### src/rtl/des_decrypt_if.sv
// des_decrypt_if: ciphertext/key input handshake and plaintext output handshake of des_decrypt.
interface des_decrypt_if;
  logic        in_valid;
  logic        in_ready;
  logic [64:1] ct;
  logic [64:1] key;
  logic        out_valid;
  logic        out_ready;
  logic [64:1] pt;
  logic        busy;
  modport master (output in_valid, ct, key, out_ready, input in_ready, out_valid, pt, busy);
  modport slave (input in_valid, ct, key, out_ready, output in_ready, out_valid, pt, busy);
endinterface

### src/rtl/des_decrypt.sv
// des_decrypt: iterative DES decryption, one Feistel round per clock, key schedule walked in reverse.
// Data vectors carry FIPS bit 1 in bit 64; the tables below use FIPS bit numbering.
module des_decrypt (
  input  logic         clk,
  input  logic         rst,
  des_decrypt_if.slave s
);
  typedef enum logic [1:0] {IDLE, ROUND, DONE} state_t;
  localparam int IP_T [64] = '{58, 50, 42, 34, 26, 18, 10, 2, 60, 52, 44, 36, 28, 20, 12, 4,
                               62, 54, 46, 38, 30, 22, 14, 6, 64, 56, 48, 40, 32, 24, 16, 8,
                               57, 49, 41, 33, 25, 17, 9, 1, 59, 51, 43, 35, 27, 19, 11, 3,
                               61, 53, 45, 37, 29, 21, 13, 5, 63, 55, 47, 39, 31, 23, 15, 7};
  localparam int PC1_T [56] = '{57, 49, 41, 33, 25, 17, 9, 1, 58, 50, 42, 34, 26, 18,
                                10, 2, 59, 51, 43, 35, 27, 19, 11, 3, 60, 52, 44, 36,
                                63, 55, 47, 39, 31, 23, 15, 7, 62, 54, 46, 38, 30, 22,
                                14, 6, 61, 53, 45, 37, 29, 21, 13, 5, 28, 20, 12, 4};
  localparam int PC2_T [48] = '{14, 17, 11, 24, 1, 5, 3, 28, 15, 6, 21, 10,
                                23, 19, 12, 4, 26, 8, 16, 7, 27, 20, 13, 2,
                                41, 52, 31, 37, 47, 55, 30, 40, 51, 45, 33, 48,
                                44, 49, 39, 56, 34, 53, 46, 42, 50, 36, 29, 32};
  localparam int P_T [32] = '{16, 7, 20, 21, 29, 12, 28, 17, 1, 15, 23, 26, 5, 18, 31, 10,
                              2, 8, 24, 14, 32, 27, 3, 9, 19, 13, 30, 6, 22, 11, 4, 25};
  // Each S-box row-major, entry (row*16 + col) is the nibble at that position.
  localparam logic [0:63][3:0] SBOX [8] = '{
    256'hE4D12FB83A6C5907_0F74E2D1A6CB9538_41E8D62BFC973A50_FC8249175B3EA06D,
    256'hF18E6B34972DC05A_3D47F28EC01A69B5_0E7BA4D158C6932F_D8A13F42B67C05E9,
    256'hA09E63F51DC7B428_D709346A285ECBF1_D6498F30B12C5AE7_1AD069874FE3B52C,
    256'h7DE3069A1285BC4F_D8B56F03472C1AE9_A690CB7DF13E5284_3F06A1D8945BC72E,
    256'h2C417AB6853FD0E9_EB2C47D150FA3986_421BAD78F9C5630E_B8C71E2D6F09A453,
    256'hC1AF92680D34E75B_AF427C9561DE0B38_9EF528C3704A1DB6_432C95FABE17608D,
    256'h4B2EF08D3C975A61_D0B7491AE35C2F86_14BDC37EAF680592_6BD814A7950FE23C,
    256'hD2846FB1A93E50C7_1FD8A374C56B0E92_7B419CE206ADF358_21E74A8DFC90356B};

  function automatic logic [64:1] ip(input logic [64:1] x);
    logic [64:1] y;
    for (int k = 0; k < 64; k++) y[64-k] = x[65-IP_T[k]];
    return y;
  endfunction

  function automatic logic [64:1] fp(input logic [64:1] x);
    logic [64:1] y;
    for (int k = 0; k < 64; k++) y[65-IP_T[k]] = x[64-k];
    return y;
  endfunction

  function automatic logic [56:1] pc1(input logic [64:1] x);
    logic [56:1] y;
    for (int k = 0; k < 56; k++) y[56-k] = x[65-PC1_T[k]];
    return y;
  endfunction

  function automatic logic [48:1] pc2(input logic [56:1] x);
    logic [48:1] y;
    for (int k = 0; k < 48; k++) y[48-k] = x[57-PC2_T[k]];
    return y;
  endfunction

  function automatic logic [32:1] f(input logic [32:1] r, input logic [48:1] kd);
    logic [48:1] x;
    logic [32:1] so;
    logic [32:1] y;
    logic [5:0]  b;
    for (int k = 0; k < 48; k++) x[48-k] = r[32-((4*(k/6)+k%6+31)%32)] ^ kd[48-k];
    for (int k = 0; k < 8; k++) begin
      b = x[48-6*k -: 6];
      so[32-4*k -: 4] = SBOX[k][{b[5], b[0], b[4:1]}];
    end
    for (int k = 0; k < 32; k++) y[32-k] = so[33-P_T[k]];
    return y;
  endfunction

  state_t      r_state, w_next;
  logic [3:0]  r_rnd;
  logic [32:1] r_l, r_r, w_r_new;
  logic [28:1] r_c, r_d, w_c_rot, w_d_rot;
  logic [64:1] r_pt;
  logic        w_accept, w_one;

  assign w_accept = r_state == IDLE && s.in_valid;
  // Right rotation by one when the matching encryption round (16-rnd) is 1, 2, 9 or 16.
  assign w_one = r_rnd == 4'd0 || r_rnd == 4'd7 || r_rnd == 4'd14 || r_rnd == 4'd15;
  assign w_c_rot = w_one ? {r_c[1], r_c[28:2]} : {r_c[2:1], r_c[28:3]};
  assign w_d_rot = w_one ? {r_d[1], r_d[28:2]} : {r_d[2:1], r_d[28:3]};
  assign w_r_new = r_l ^ f(r_r, pc2({r_c, r_d}));
  assign s.pt = r_pt;

  always_comb begin
    w_next = r_state;
    s.in_ready = r_state == IDLE;
    s.out_valid = r_state == DONE;
    s.busy = r_state != IDLE;
    if (w_accept) w_next = ROUND;
    else if (r_state == ROUND && r_rnd == 4'd15) w_next = DONE;
    else if (r_state == DONE && s.out_ready) w_next = IDLE;
  end

  always_ff @(posedge clk or posedge rst) begin
    if (rst) begin
      r_state <= IDLE;
      r_rnd <= '0;
      r_l <= '0;
      r_r <= '0;
      r_c <= '0;
      r_d <= '0;
      r_pt <= '0;
    end else begin
      r_state <= w_next;
      if (w_accept) begin
        {r_l, r_r} <= ip(s.ct);
        {r_c, r_d} <= pc1(s.key);
        r_rnd <= '0;
      end else if (r_state == ROUND) begin
        r_l <= r_r;
        r_r <= w_r_new;
        r_c <= w_c_rot;
        r_d <= w_d_rot;
        r_rnd <= r_rnd + 4'd1;
        if (r_rnd == 4'd15) r_pt <= fp({w_r_new, r_r});
      end
    end
  end
endmodule

### src/flat_wrapper.sv
// flat-port wrapper written by rule: the top's interface ports become plain ports
module des_decrypt_flat 
  (clk, rst, s_in_valid, s_ct, s_key, s_out_ready, s_in_ready, s_out_valid, s_pt, s_busy);
  des_decrypt_if s_i ();
  input  logic clk;
  input  logic rst;
  input wire logic [$bits(s_i.in_valid)-1:0] s_in_valid;
  input wire logic [$bits(s_i.ct)-1:0] s_ct;
  input wire logic [$bits(s_i.key)-1:0] s_key;
  input wire logic [$bits(s_i.out_ready)-1:0] s_out_ready;
  output wire logic [$bits(s_i.in_ready)-1:0] s_in_ready;
  output wire logic [$bits(s_i.out_valid)-1:0] s_out_valid;
  output wire logic [$bits(s_i.pt)-1:0] s_pt;
  output wire logic [$bits(s_i.busy)-1:0] s_busy;
  assign s_i.in_valid = s_in_valid;
  assign s_i.ct = s_ct;
  assign s_i.key = s_key;
  assign s_i.out_ready = s_out_ready;
  assign s_in_ready = s_i.in_ready;
  assign s_out_valid = s_i.out_valid;
  assign s_pt = s_i.pt;
  assign s_busy = s_i.busy;
  des_decrypt u_core (.clk(clk), .rst(rst), .s(s_i));
endmodule
### config.mk
export PLATFORM = sky130hd
export DESIGN_NAME = des_decrypt_flat
export DESIGN_NICKNAME = d
export VERILOG_FILES = /design/src/rtl/des_decrypt_if.sv /design/src/rtl/des_decrypt.sv /design/src/flat_wrapper.sv
export SDC_FILE = /design/constraint.sdc
export NUM_CORES = 1
export LEC_CHECK = 0
export BUFFER_PORTS_ARGS = -buffer_cell sky130_fd_sc_hd__buf_2
export CAP_MARGIN = 40
export CORE_MARGIN = 5
export CORE_UTILIZATION = 45
export DETAILED_ROUTE_END_ITERATION = 8
export PLACE_DENSITY = 0.69
export SLEW_MARGIN = 20
export SYNTH_ARGS = -nofsm -noshare
export SYNTH_HDL_FRONTEND = slang
export SYNTH_SLANG_ARGS = --single-unit
export TNS_END_PERCENT = 1
### constraint.sdc
create_clock -name clk -period 8.8 [get_ports clk]
set_clock_uncertainty 0.2 [all_clocks]
set_input_delay 1.76 -clock clk [delete_from_list [all_inputs] [get_ports clk]]
set_output_delay 1.76 -clock clk [all_outputs]
set_load 0.01 [all_outputs]
==> reports/qor.txt <==
Status: finished, final reports clean
H-tree levels: 4
Total CTS buffers: 17
Area Overhead vs Synth: 13.8%
DRC violations left: 0
Post-synthesis simple-gate area fraction: 0.142
Synth Area per Inst: 8.63 µm²
CTS tree: built
Final HPWL DP: 29,400 µm
Routed WL per cell: 18.9 µm
Final setup TNS: 0 ns
Pwr/cell area: 109 nW/µm²
Worst setup EP type: register
# Post-CTS Setup Buffers: 0
CP peak stage delay: 0.66 ns
Starting Density: 0.455
Row cnt: 64
Cell count after synthesis: 1,615
Largest net degree at the start of global routing: 99
Leak pwr: 7.72 nW
PnR Total Power: 0.00173 W
Compound-Gate Fraction of Synth Area: 0.211
Die area: 34,600 µm²
Synth Register Bits: 190
Antenna viol nets, final: 0
Worst path required time: 8.94 ns
RSZ-0062 raised after global routing: false
Leading area contributor after synthesis: dfrtp_1
Post-Synth XOR/XNOR Area: 0.0899
Final period util: 0.416
CTS Hold Bufs: 0
Worst-path clk slew: 0.07 ns
DIE HEIGHT: 186 µm
Placed Area: 15,200 µm²
Worst min path class: reg -> reg
Port bufs: 190
Synth top cells by count: nand2_1 (315), dfrtp_1 (190), o21ai_0 (126), nor2_1 (114), a21oi_1 (94)
Crit-path cells: xor2_1 > inv_1 > ha_1 > mux2_2 > mux4_2 > o21ai_1 > xor2_1 > mux2_2
Main combinational cell family by area after synthesis: compound AO/OA/AOI/OAI gates
Fraction of the yosys area taken by sequential cells: 0.341
CTS resizes: 0
Top-area cell type share of the netlist area: 0.341
Worst vdd ir: 129 µV
Final instance area: 15,800 µm²
MaxCap Viol Count: 0
CP max stage cell: dfrtp_1
GPL Wtd Cong: 0.925
Final non-filler cell total: 2,158
WL final: 40,900 µm
GR Overflow Total: 0
Nets: 1,946
Max-slew headroom: 0.408
# IOs: 199
Final min period: 3.66 ns
Final setup violation count: 0
Vias in the first global route: 11.6k
Top FF cell, synth: dfrtp_1
Proportion of synthesized area in mux cells: 0.107
Fmax: 273 MHz
Unique cell type count in the Yosys netlist: 65
Ys async rst share: 1.00
Synth top area cells: dfrtp_1 (34%), nand2_1 (8.5%), ha_1 (5.8%)
Die W: 186 µm
Vias: 12.5k
Initial DRC count: 1,104
Post-synth EDFFs: 0
CTS Buffer Depth: 2
Placed instance count: 2,118
Arr. time, crit path: 3.80 ns
Top delay family on crit path: multiplexers
Area share of fa/ha/maj cells after synthesis: 0.0584
Synthesis Warnings: 0
Vias/cell: 5.81
Total Routing Usage GR: 0.234
Final Util: 0.518
First-pass GRT wire length: 64,200 µm
Worst Path Buf+Inv: 1
Clk root buf: clkbuf_16
Most frequent cell after synthesis: nand2_1
Antenna Cells: 0
Drt pass-1 iters: 5
Fraction of layout cells with a size suffix above 1: 0.186
Setup crit start kind: register
WS Path Type: reg -> reg
Worst Max-Slew Pin Slew: 0.886 ns
Synth Net Count: 1,812
Max FO, Critical Path: 7
Clk sink count: 190
Final Slew Violations: 0
Mapped cell area: 13,900 µm²
Core area: 30,600 µm²
Clock latency on the worst-skew pair: 0.46 ns
Antenna violations before repair: 2
Fill count: 2,952
Final hold violations: 0
==> power breakdown <==
group | switching (W) | internal [W] | leakage (nW)
sequential | 0 | 0.000872 | 2.22
combinational | 0.0000308 | 0.0000226 | 5.21
clock | 0.000393 | 0.000409 | 0.288
==> per-layer routing <==
layer	vias to the layer above	global-route usage	wire [µm]
li1	5958	-	-
met1	6097	0.332	18100
met4	4	0.0816	1210
met3	65	0.0383	2500
met5	-	0	32
met2	411	0.363	19000
==> registers in the layout (all words and copies together) (netlist names) <==
name / cells
u_core.s.pt: 64
u_core.r_l: 32
u_core.r_r: 32
u_core.r_c: 28
u_core.r_d: 28
u_core.r_rnd: 4
u_core.r_state: 2
==> worst reg2reg max path: stages (launching register included) <==
cell and delay, ns:
dfrtp_1 0.66, xor2_1 0.59, inv_1 0.30, ha_1 0.30, mux2_2 0.29, mux4_2 0.45, o21ai_1 0.34, xor2_1 0.14
mux2_2 0.28
==> final cells by class <==
class	instances	area, µm²	area share
clock buffer	18	439	0.0277
clock inverter	14	146	0.00924
inverter	45	176	0.0111
multi-input combinational	1263	8500	0.536
sequential	190	4750	0.300
tap	396	495	0.0313
timing repair buffer	232	1330	0.0842
==> worst paths after layout <==
check	from	end	slack [ns]	depth (start not counted)
min in group asynchronous	rst	u_core.s.pt[12]	1.05	2
min reg2reg	u_core.s.pt[2]	u_core.s.pt[2]	0.27	2
max	u_core.r_r[17]	u_core.s.pt[9]	5.14	8
max reg2reg	u_core.r_r[17]	u_core.s.pt[9]	5.14	8
min	u_core.s.pt[2]	u_core.s.pt[2]	0.27	2
max in group asynchronous	rst	u_core.s.pt[42]	6.56	3
==> logic make-up after synthesis <==
logic type | count (synthesis)
simple gates | 496
compound gates | 456
flops | 190
buf+inv | 162
xor+xnor | 131
mux | 115
fa+ha+maj | 65
==> through the flow <==
step,hold WS [ns],setup WS [ns]
after floorplan,0.266,1.67
after global placement,0.254,4.71
after detailed placement,0.260,4.86
after CTS,0.278,5.07
after global routing,0.305,5.04
final,0.269,5.14
==> cell usage in the layout (no fill, tap or decap), types with 5 or more instances in the layout <==
master	n
xor2_1	50
a22oi_1	54
o21ai_0	126
a311oi_1	10
nor3_1	14
xnor2_2	5
a31oi_1	11
inv_1	40
a21oi_1	94
o211ai_1	33
o2111ai_1	12
xnor2_1	67
a2111oi_0	6
o311ai_0	7
xor2_2	9
buf_4	30
dfrtp_1	190
nor2_1	113
buf_2	192
mux2_2	11
a22o_1	11
nand3_1	32
nand4_1	6
a21o_1	15
clkbuf_4	6
o21ai_1	19
nand2_1	315
mux4_2	22
ha_1	65
mux2i_1	78
clkbuf_16	17
a211oi_1	13
Power figures use the tool's default switching activity.
